**src/rtl/output_layer_pkg.sv**
```systemverilog
// Shared types and constants for the output-layer multiply-accumulate engine.
package output_layer_pkg;

  typedef enum logic [2:0] {
    S_IDLE,
    S_RUN,
    S_FLUSH,
    S_STORE,
    S_DONE
  } state_t;

  localparam int ACC_W_DEF = 20;
  localparam int SHIFT_DEF = 7;
  localparam int NODE_W    = 4;
  localparam int IDX_W     = 4;

  // A 4-bit count field uses 0 to mean a full 16.
  function automatic logic [4:0] decode_count(input logic [3:0] c);
    return (c == 4'd0) ? 5'd16 : {1'b0, c};
  endfunction

endpackage

```
**src/rtl/mac_sat_unit.sv**
```systemverilog
// Scales an accumulated score by an arithmetic right shift (floor) and clamps it to signed 8-bit.
module mac_sat_unit #(
  parameter int ACC_W = 20,
  parameter int SHIFT = 7
) (
  input  logic signed [ACC_W-1:0] acc_i,
  output logic signed [7:0]       sat_o
);

  localparam logic signed [ACC_W-1:0] MAX_V = 127;
  localparam logic signed [ACC_W-1:0] MIN_V = -128;

  logic signed [ACC_W-1:0] shifted;

  always_comb begin
    shifted = acc_i >>> SHIFT;
    if (shifted > MAX_V) begin
      sat_o = 8'sd127;
    end else if (shifted < MIN_V) begin
      sat_o = -8'sd128;
    end else begin
      sat_o = shifted[7:0];
    end
  end

endmodule

```
**src/rtl/output_layer_mac.sv**
```systemverilog
// Output-layer MAC: N nodes x M inputs against an external 1-cycle weight ROM, M+2 cycles per node.
// No backpressure; done pulses in the cycle after the last node is stored, results held until next start.
module output_layer_mac
  import output_layer_pkg::*;
#(
  parameter int SHIFT = SHIFT_DEF,
  parameter int ACC_W = ACC_W_DEF
) (
  input  logic         clk,
  input  logic         reset,
  input  logic         start,
  input  logic [3:0]   num_inputs,
  input  logic [3:0]   num_nodes,
  input  logic         hidden_we,
  input  logic [3:0]   hidden_addr,
  input  logic [7:0]   hidden_data,
  output logic [7:0]   weight_addr,
  input  logic [7:0]   weight_rdata,
  output logic [127:0] results,
  output logic         busy,
  output logic         done
);

  state_t                  state_q, state_d;
  logic [NODE_W-1:0]       node_q, node_d;
  logic [IDX_W-1:0]        idx_q, idx_d;
  logic [IDX_W-1:0]        idx_p_q, idx_p_d;
  logic                    pv_q, pv_d;
  logic [4:0]              n_q, n_d;
  logic [4:0]              m_q, m_d;
  logic signed [ACC_W-1:0] acc_q, acc_d;
  logic [7:0]              waddr_q, waddr_d;
  logic [127:0]            results_q, results_d;
  logic signed [7:0]       hidden_q [16];

  logic signed [15:0]      w_ext, h_ext, prod;
  logic signed [7:0]       sat;

  assign w_ext = {{8{weight_rdata[7]}}, weight_rdata};
  assign h_ext = {{8{hidden_q[idx_p_q][7]}}, hidden_q[idx_p_q]};
  assign prod  = w_ext * h_ext;

  mac_sat_unit #(
    .ACC_W(ACC_W),
    .SHIFT(SHIFT)
  ) u_sat (
    .acc_i(acc_q),
    .sat_o(sat)
  );

  always_comb begin
    state_d   = state_q;
    node_d    = node_q;
    idx_d     = idx_q;
    idx_p_d   = idx_p_q;
    pv_d      = 1'b0;
    n_d       = n_q;
    m_d       = m_q;
    acc_d     = acc_q;
    waddr_d   = waddr_q;
    results_d = results_q;

    // ROM data for the address issued last cycle is consumed here.
    if (pv_q) begin
      acc_d = acc_q + {{(ACC_W-16){prod[15]}}, prod};
    end

    unique case (state_q)
      S_IDLE: begin
        if (start) begin
          n_d       = decode_count(num_nodes);
          m_d       = decode_count(num_inputs);
          node_d    = '0;
          idx_d     = '0;
          results_d = '0;
          state_d   = S_RUN;
        end
      end
      S_RUN: begin
        waddr_d = {node_q, idx_q};
        pv_d    = 1'b1;
        idx_p_d = idx_q;
        idx_d   = idx_q + 1'b1;
        if ({1'b0, idx_q} == m_q - 5'd1) begin
          state_d = S_FLUSH;
        end
      end
      S_FLUSH: begin
        state_d = S_STORE;
      end
      S_STORE: begin
        results_d[{node_q, 3'b000} +: 8] = sat;
        acc_d = '0;
        if ({1'b0, node_q} == n_q - 5'd1) begin
          state_d = S_DONE;
        end else begin
          node_d  = node_q + 1'b1;
          idx_d   = '0;
          state_d = S_RUN;
        end
      end
      S_DONE: begin
        state_d = S_IDLE;
      end
      default: begin
        state_d = S_IDLE;
      end
    endcase
  end

  always_ff @(posedge clk or negedge reset) begin
    if (!reset) begin
      state_q   <= S_IDLE;
      node_q    <= '0;
      idx_q     <= '0;
      idx_p_q   <= '0;
      pv_q      <= 1'b0;
      n_q       <= '0;
      m_q       <= '0;
      acc_q     <= '0;
      waddr_q   <= '0;
      results_q <= '0;
    end else begin
      state_q   <= state_d;
      node_q    <= node_d;
      idx_q     <= idx_d;
      idx_p_q   <= idx_p_d;
      pv_q      <= pv_d;
      n_q       <= n_d;
      m_q       <= m_d;
      acc_q     <= acc_d;
      waddr_q   <= waddr_d;
      results_q <= results_d;
    end
  end

  always_ff @(posedge clk or negedge reset) begin
    if (!reset) begin
      for (int i = 0; i < 16; i++) begin
        hidden_q[i] <= '0;
      end
    end else if (hidden_we && !busy) begin
      hidden_q[hidden_addr] <= hidden_data;
    end
  end

  // The address is live in RUN so the ROM sees it one cycle before the accumulate edge.
  assign weight_addr = (state_q == S_RUN) ? {node_q, idx_q} : waddr_q;
  assign results     = results_q;
  assign busy        = (state_q == S_RUN) || (state_q == S_FLUSH) || (state_q == S_STORE);
  assign done        = (state_q == S_DONE);

endmodule

```
**config.mk**
```make
export PLATFORM = sky130hd
export DESIGN_NAME = output_layer_mac
export DESIGN_NICKNAME = d
export VERILOG_FILES = /design/src/rtl/output_layer_pkg.sv /design/src/rtl/mac_sat_unit.sv /design/src/rtl/output_layer_mac.sv
export SDC_FILE = /design/constraint.sdc
export NUM_CORES = 1
export LEC_CHECK = 0
export BUFFER_PORTS_ARGS = -buffer_cell sky130_fd_sc_hd__clkbuf_2
export CAP_MARGIN = 20
export CORE_MARGIN = 5
export CORE_UTILIZATION = 35
export CTS_BUF_LIST = sky130_fd_sc_hd__clkbuf_16
export CTS_CLUSTER_DIAMETER = 100
export DETAILED_ROUTE_END_ITERATION = 16
export PLACE_DENSITY = 0.52
export RECOVER_POWER = 100
export SKIP_LAST_GASP = 1
export SYNTH_ARGS = -nofsm -noshare
export SYNTH_HDL_FRONTEND = slang
export SYNTH_HIERARCHICAL = 1
export SYNTH_SLANG_ARGS = --single-unit
```
**constraint.sdc**
```tcl
create_clock -name clk -period 12.5 [get_ports clk]
set_clock_uncertainty 0.15 [all_clocks]
set_input_delay 0 -clock clk [delete_from_list [all_inputs] [get_ports clk]]
set_output_delay 0 -clock clk [all_outputs]
set_load 0.1 [all_outputs]
```
# Word-level counts from Yosys, hierarchy flattened
# Cells that the tools add are included.
[totals]
regBits = 310
in_bits = 32
output_inout_bits = 138
word_cells = 93
[op_classes]
addsub = 6
n_mul = 1
magnitude_cmp = 5
n_eq_ne = 9
shift = 2
mux = 26
bitwise = 2
reduce_logical = 16
[op_table]
columns = ["op", "n"]
rows = [
  ["bitwise mux 128 bit", 2],
  ["one-hot mux 128 bit (2 select lines)", 1],
  ["2-to-1 mux 128 bit", 1],
  ["variable shift 8 x 9 -> 128 bit (first input constant)", 1],
  ["indexed part select 8 x 9 -> 128 bit", 1],
  ["2-to-1 mux 8 bit", 6],
  ["2-to-1 mux 20 bit", 2],
  ["binary-select mux 8 bit (select 4 bit)", 1],
  ["demux 8 bit (select 4 bit)", 1],
  ["adder 20 bit", 1],
  ["multiplier 8 x 8 -> 16 bit", 1],
  ["greater-than comparator 13 x 8 -> 1 bit (second input constant)", 1],
  ["less-than comparator 13 x 8 -> 1 bit (second input constant)", 1],
  ["2-to-1 mux 4 bit", 3],
  ["one-hot mux 3 bit (4 select lines)", 1],
  ["one-hot mux 4 bit (3 select lines)", 1],
  ["equality test 4 x 5 -> 1 bit", 2],
  [">= comparator 5 bit (second input constant)", 2],
  ["2-to-1 mux 5 bit", 2],
  ["NOT 4 -> 5 bit", 2],
  ["subtractor 5 x 1 -> 5 bit (second input constant)", 2],
  ["2-to-1 mux 3 bit", 3],
  ["negator 7 -> 9 bit", 1],
  ["adder 4 x 1 -> 4 bit (second input constant)", 2],
  ["other kinds (16)", 26],
]

# Depth between registers and ports, before layout
[logic_depth]
depth_word = 8
mapped_depth = 31
mapped_depth_nobuf = 29

# Modules after synthesis
# Netlist, hierarchy kept.
[by_module_without_submodules]
columns = ["mod", "n_inst", "cells_each", "area_each_um2", "seq_area_each_um2"]
rows = [
  ["output_layer_mac", 1, 1453, 16565.9, 7757.4],
  ["mac_sat_unit", 1, 14, 91.3, 0.0],
]

# Worst setup path before layout
# OpenSTA, ideal clock, no wires.
[synth_timing]
path_type = "flip-flop to flip-flop"
from = "reg idx_p_q[0]"
to = "reg acc_q[19]"
setup_time_ns = 0.078
arrival_ns = 7.244
required_time_ns = 12.272
slack_ns = 5.028
stages_incl_launch_ff = 31
path_buffers = 2
synth_period_minus_slack_ns = 7.472
path_cell_list = "dfrtp_1 > buf_6 > buf_2 > mux4_2 > mux4_2 > and2_1 > fa_1 > inv_1 > fa_1 > inv_1 > fa_1 > inv_1 > fa_1 > inv_1 > ha_1 > a21oi_1 > o21bai_1 > a21oi_1 > o21ai_0 > a21o_1 > a21oi_1 > xnor2_1 > ha_1 > a21oi_1 > nor2b_1 > a311oi_1 > o31ai_1 > a221oi_1 > xor2_1 > or3_1 > a21oi_1"
[synth_between]
elab_chain_cells = 8
[synth_lines]
columns = ["element", "line", "source"]
rows = [
  ["start: declaration", "output_layer_mac.sv:27", "logic [IDX_W-1:0] idx_p_q, idx_p_d;"],
  ["start signal: assignment", "output_layer_mac.sv:127", "idx_p_q <= idx_p_d;"],
  ["NOT 4 -> 5 bit (implied by the code)", "output_layer_mac.sv:40", "assign h_ext = {{8{hidden_q[idx_p_q][7]}}, hidden_q[idx_p_q]};"],
  ["binary-select mux 8 bit (select 4 bit)", "output_layer_mac.sv:40", ""],
  ["2-to-1 mux 8 bit (implied by the code) (2 in series)", "output_layer_mac.sv:40", ""],
  ["multiplier 8 x 8 -> 16 bit", "output_layer_mac.sv:41", "assign prod = w_ext * h_ext;"],
  ["adder 20 bit", "output_layer_mac.sv:65", "acc_d = acc_q + {{(ACC_W-16){prod[15]}}, prod};"],
  ["2-to-1 mux 20 bit", "output_layer_mac.sv:64", "if (pv_q) begin"],
  ["2-to-1 mux 20 bit", "output_layer_mac.sv:68", "unique case (state_q)"],
  ["end signal: assignment", "output_layer_mac.sv:120", "acc_q <= '0;"],
  ["end signal: assignment", "output_layer_mac.sv:131", "acc_q <= acc_d;"],
  ["end: declaration", "output_layer_mac.sv:31", "logic signed [ACC_W-1:0] acc_q, acc_d;"],
]
# No other way between the ends. The select of a mux whose other input is x is not followed.
# A chain may end at the register's enable or synchronous reset.

# Worst setup path after layout
# Same ends and word-level chain as after synthesis.

==> results.txt <==
First-pass GRT wire length: 70.43 mm
Largest net degree at the start of global routing: 85
Cell depth of the worst setup path: 29
Most frequent cell on the critical path: a21oi_1
Crit-path max FO: 33
Critical path class: reg2reg
Rel. slew slack: -2.002
Post-synth net total: 1,611
Longest Clk Path Bufs: 3
Netlist cell types: 67
Max cap viols: 9
Placeable core area: 47,450 um^2
Gr ovfl total: 0
Post-synthesis async set-or-reset flop share: 1.000
Total number of vias: 11.59k
All-Layer GR Usage: 0.1665
GP Congestion: 0.7987
P&R area growth vs syn: 15.79%
Synth Warn #: 6
Register-to-register setup slack: 3.75 ns
Drt pass-1 iters: 6
Seq/Total Area, Yosys: 0.4657
Period utilisation layout: 0.6997
Chip height: 228.2 um
CTS Buf Count: 37
Seq cells post-synth: 310
Failing checks: capacitance limit, slew limit
Hold wc startpoint: num_nodes[3]
Fin cells: 2,308
H-tree levels: 2
Dpl cells: 2,201
Starting density of the core: 0.3511
Hold Vio Cnt, Final: 0
Die X: 228.2 um
Syn avg cell area: 11.35 um^2
DP HPWL: 30.67 mm
RSZ-0062 raised after global routing: false
R2r worst-path depth: 29
CP required: 12.81 ns
Finish-stage setup viols: 0
Max Used Layer: met4
Worst hold path stage count: 4
Buf+Inv Stages, Crit Path: 4
Clock-pin slew on the worst setup and hold paths: 0.06 ns
Mapped cell area: 16,660 um^2
Post-route ant nets: 0
Initial drt markers: 884
# IOs: 170
Worst reg2reg path endpoint: acc_q[19]
# port buffers: 169
Clock Sink Count: 310
Nets: 1,811
Worst Tran Pin Value: 4.503 ns
Crit path DAT: 9.06 ns
Post-Syn Instances: 1,467
Clk root buf: clkbuf_16
Final min period: 8.746 ns
CP Launch Type: flip-flop
Number of global-route vias before repair: 11.76k
Antenna violations before repair: 1
Worst Hold Endpoint: n_q[4]
Core Rows: 80
Residual DRC count: 0
Critical Path End Type: flip-flop
Via density per instance: 5.022
Largest delay share family, worst path: compound AO/OA/AOI/OAI gates
Slowest stage cell, crit path: o21ai_0
Slowest stage delay, CP: 0.91 ns
F_max: 114.3 MHz
M1 WL: 20.51 mm
Synth Flop Type: dfrtp_1
DIE AREA: 52,050 um^2
Total negative setup slack: 0 ns
Metal3 WL: 1.409 mm
Met2 Wirelength: 21.00 mm
Max-slew violations: 405
Post-DR wirelength/cell: 18.94 um
Worst hold path type: in2reg
Final wirelength: 43.70 mm
Worst r2r src: idx_p_q[0]
Clk_lat worst skew: 0.54 ns
Status: finished with violations
Leading cell type in the layout, fill and taps excluded: dfrtp_1
Most frequent cells in the layout: dfrtp_1 (309), nand2_1 (195), clkbuf_1 (152)
Number of synthesized flops with an enable pin: 0
CTS tree: done
Layout cells sized above 1: 0.1572
-- area by class of cell --
| cell class | instances | area [um^2] |
|---|---|---|
| multi-input cells | 984 | 8134 |
| fillers | 4686 | 28160 |
| well taps | 615 | 769.5 |
| diodes | 1 | 2.502 |
| repair buffers | 224 | 1131 |
| clock inverters | 27 | 152.6 |
| clock buffers | 37 | 925.9 |
| inverters | 110 | 412.9 |
| flip-flops and latches | 310 | 7759 |
-- layer usage --
layer | global-route usage | vias to the layer above
li1 | - | 5467
met1 | 0.2344 | 5898
met2 | 0.2730 | 174
met3 | 0.02673 | 52
met4 | 0.03857 | 0
met5 | 0 | -
-- synthesized netlist by cell type (all sizes together), types with 2 or more instances --
cell     count  area, um^2
dfrtp      310        7757
nand2      195       732.0
mux2       130        1464
inv        109       409.1
o21ai       93       503.0
nor2        76       292.8
a22o        64       560.5
fa          56        1121
ha          56       700.7
clkbuf      47       177.7
and2        45       284.0
mux4        39       878.3
a21oi       37       192.7
nand3       31       155.2
xnor2       28       245.2
xor2        18       157.7
buf         16       98.83
nor3        14       95.09
mux2i       13       130.1
a21o        11       83.83
o21a        10       75.07
nand2b       8       50.05
a211oi       7       52.55
nor2b        5       31.28
o21bai       4       33.78
or4          4       30.03
and3         3       18.77
nand3b       3       22.52
o22ai        3       18.77
or2          3       18.77
or3          3       28.78
a31o         2       17.52
and4         2       18.77
nand4        2       12.51
nor4         2       33.78
o2111ai      2       17.52
o211ai       2       15.01
o31ai        2       15.01
-- worst reg2reg max path, delay by kind of cell, from the launching register on --
family                     cells  cell delay (ns)
muxes                          2             0.86
and+or+nand+nor                3             0.67
adders and majority gates      6             2.68
AOI/OAI and AO/OA             12             3.04
buffers and inverters          4             0.68
DFF                            1             0.33
xor gates and xnor gates       2             0.25
-- worst max-delay path by stage --
stage / start / to
floorplan: idx_p_q[0] / acc_q[19]
global placement: idx_p_q[0] / acc_q[19]
detailed placement: idx_p_q[0] / acc_q[19]
CTS: idx_p_q[0] / acc_q[19]
global route: idx_p_q[0] / acc_q[19]
finish: idx_p_q[0] / acc_q[19]
-- cells by family after synthesis --
logic type,count (synthesis),synth area share
flops,310,0.4657
simple gates,398,0.1109
fa+ha+maj,112,0.1094
buf+inv,173,0.04139
xor+xnor,46,0.02419
compound gates,246,0.1001
mux,182,0.1484
-- state kept, by name (all words and copies together), names as in the netlist, 5 cells and up --
signal	flops
acc_q	20
hidden_q	128
m_q	5
n_q	5
results	128
waddr_q	8
-- through the flow --
stage	area [um^2]	util	hold slack (ns)	setup slack, ns
2_1_floorplan	16660	-	-0.4456	5.028
3_3_place_gp	18100	0.3815	-0.08001	4.508
3_5_place_dp	18140	0.3824	-0.08469	4.300
4_1_cts	19630	0.4137	0.1387	4.269
5_1_grt	19290	0.4065	0.1673	3.046
6_report	19290	0.4065	0.1603	3.754
-- what timing repair did --
action                                 CTS  global route
endpoints found under the hold margin  239             0
setup endpoints to repair                0             0
hold buffers                            39             0
setup buffers                            0             0
gates resized for setup                  0             0
Power is left out: the tool's default activity adds up to more than one toggle a clock period on the data nets, which glitch-free logic cannot reach.
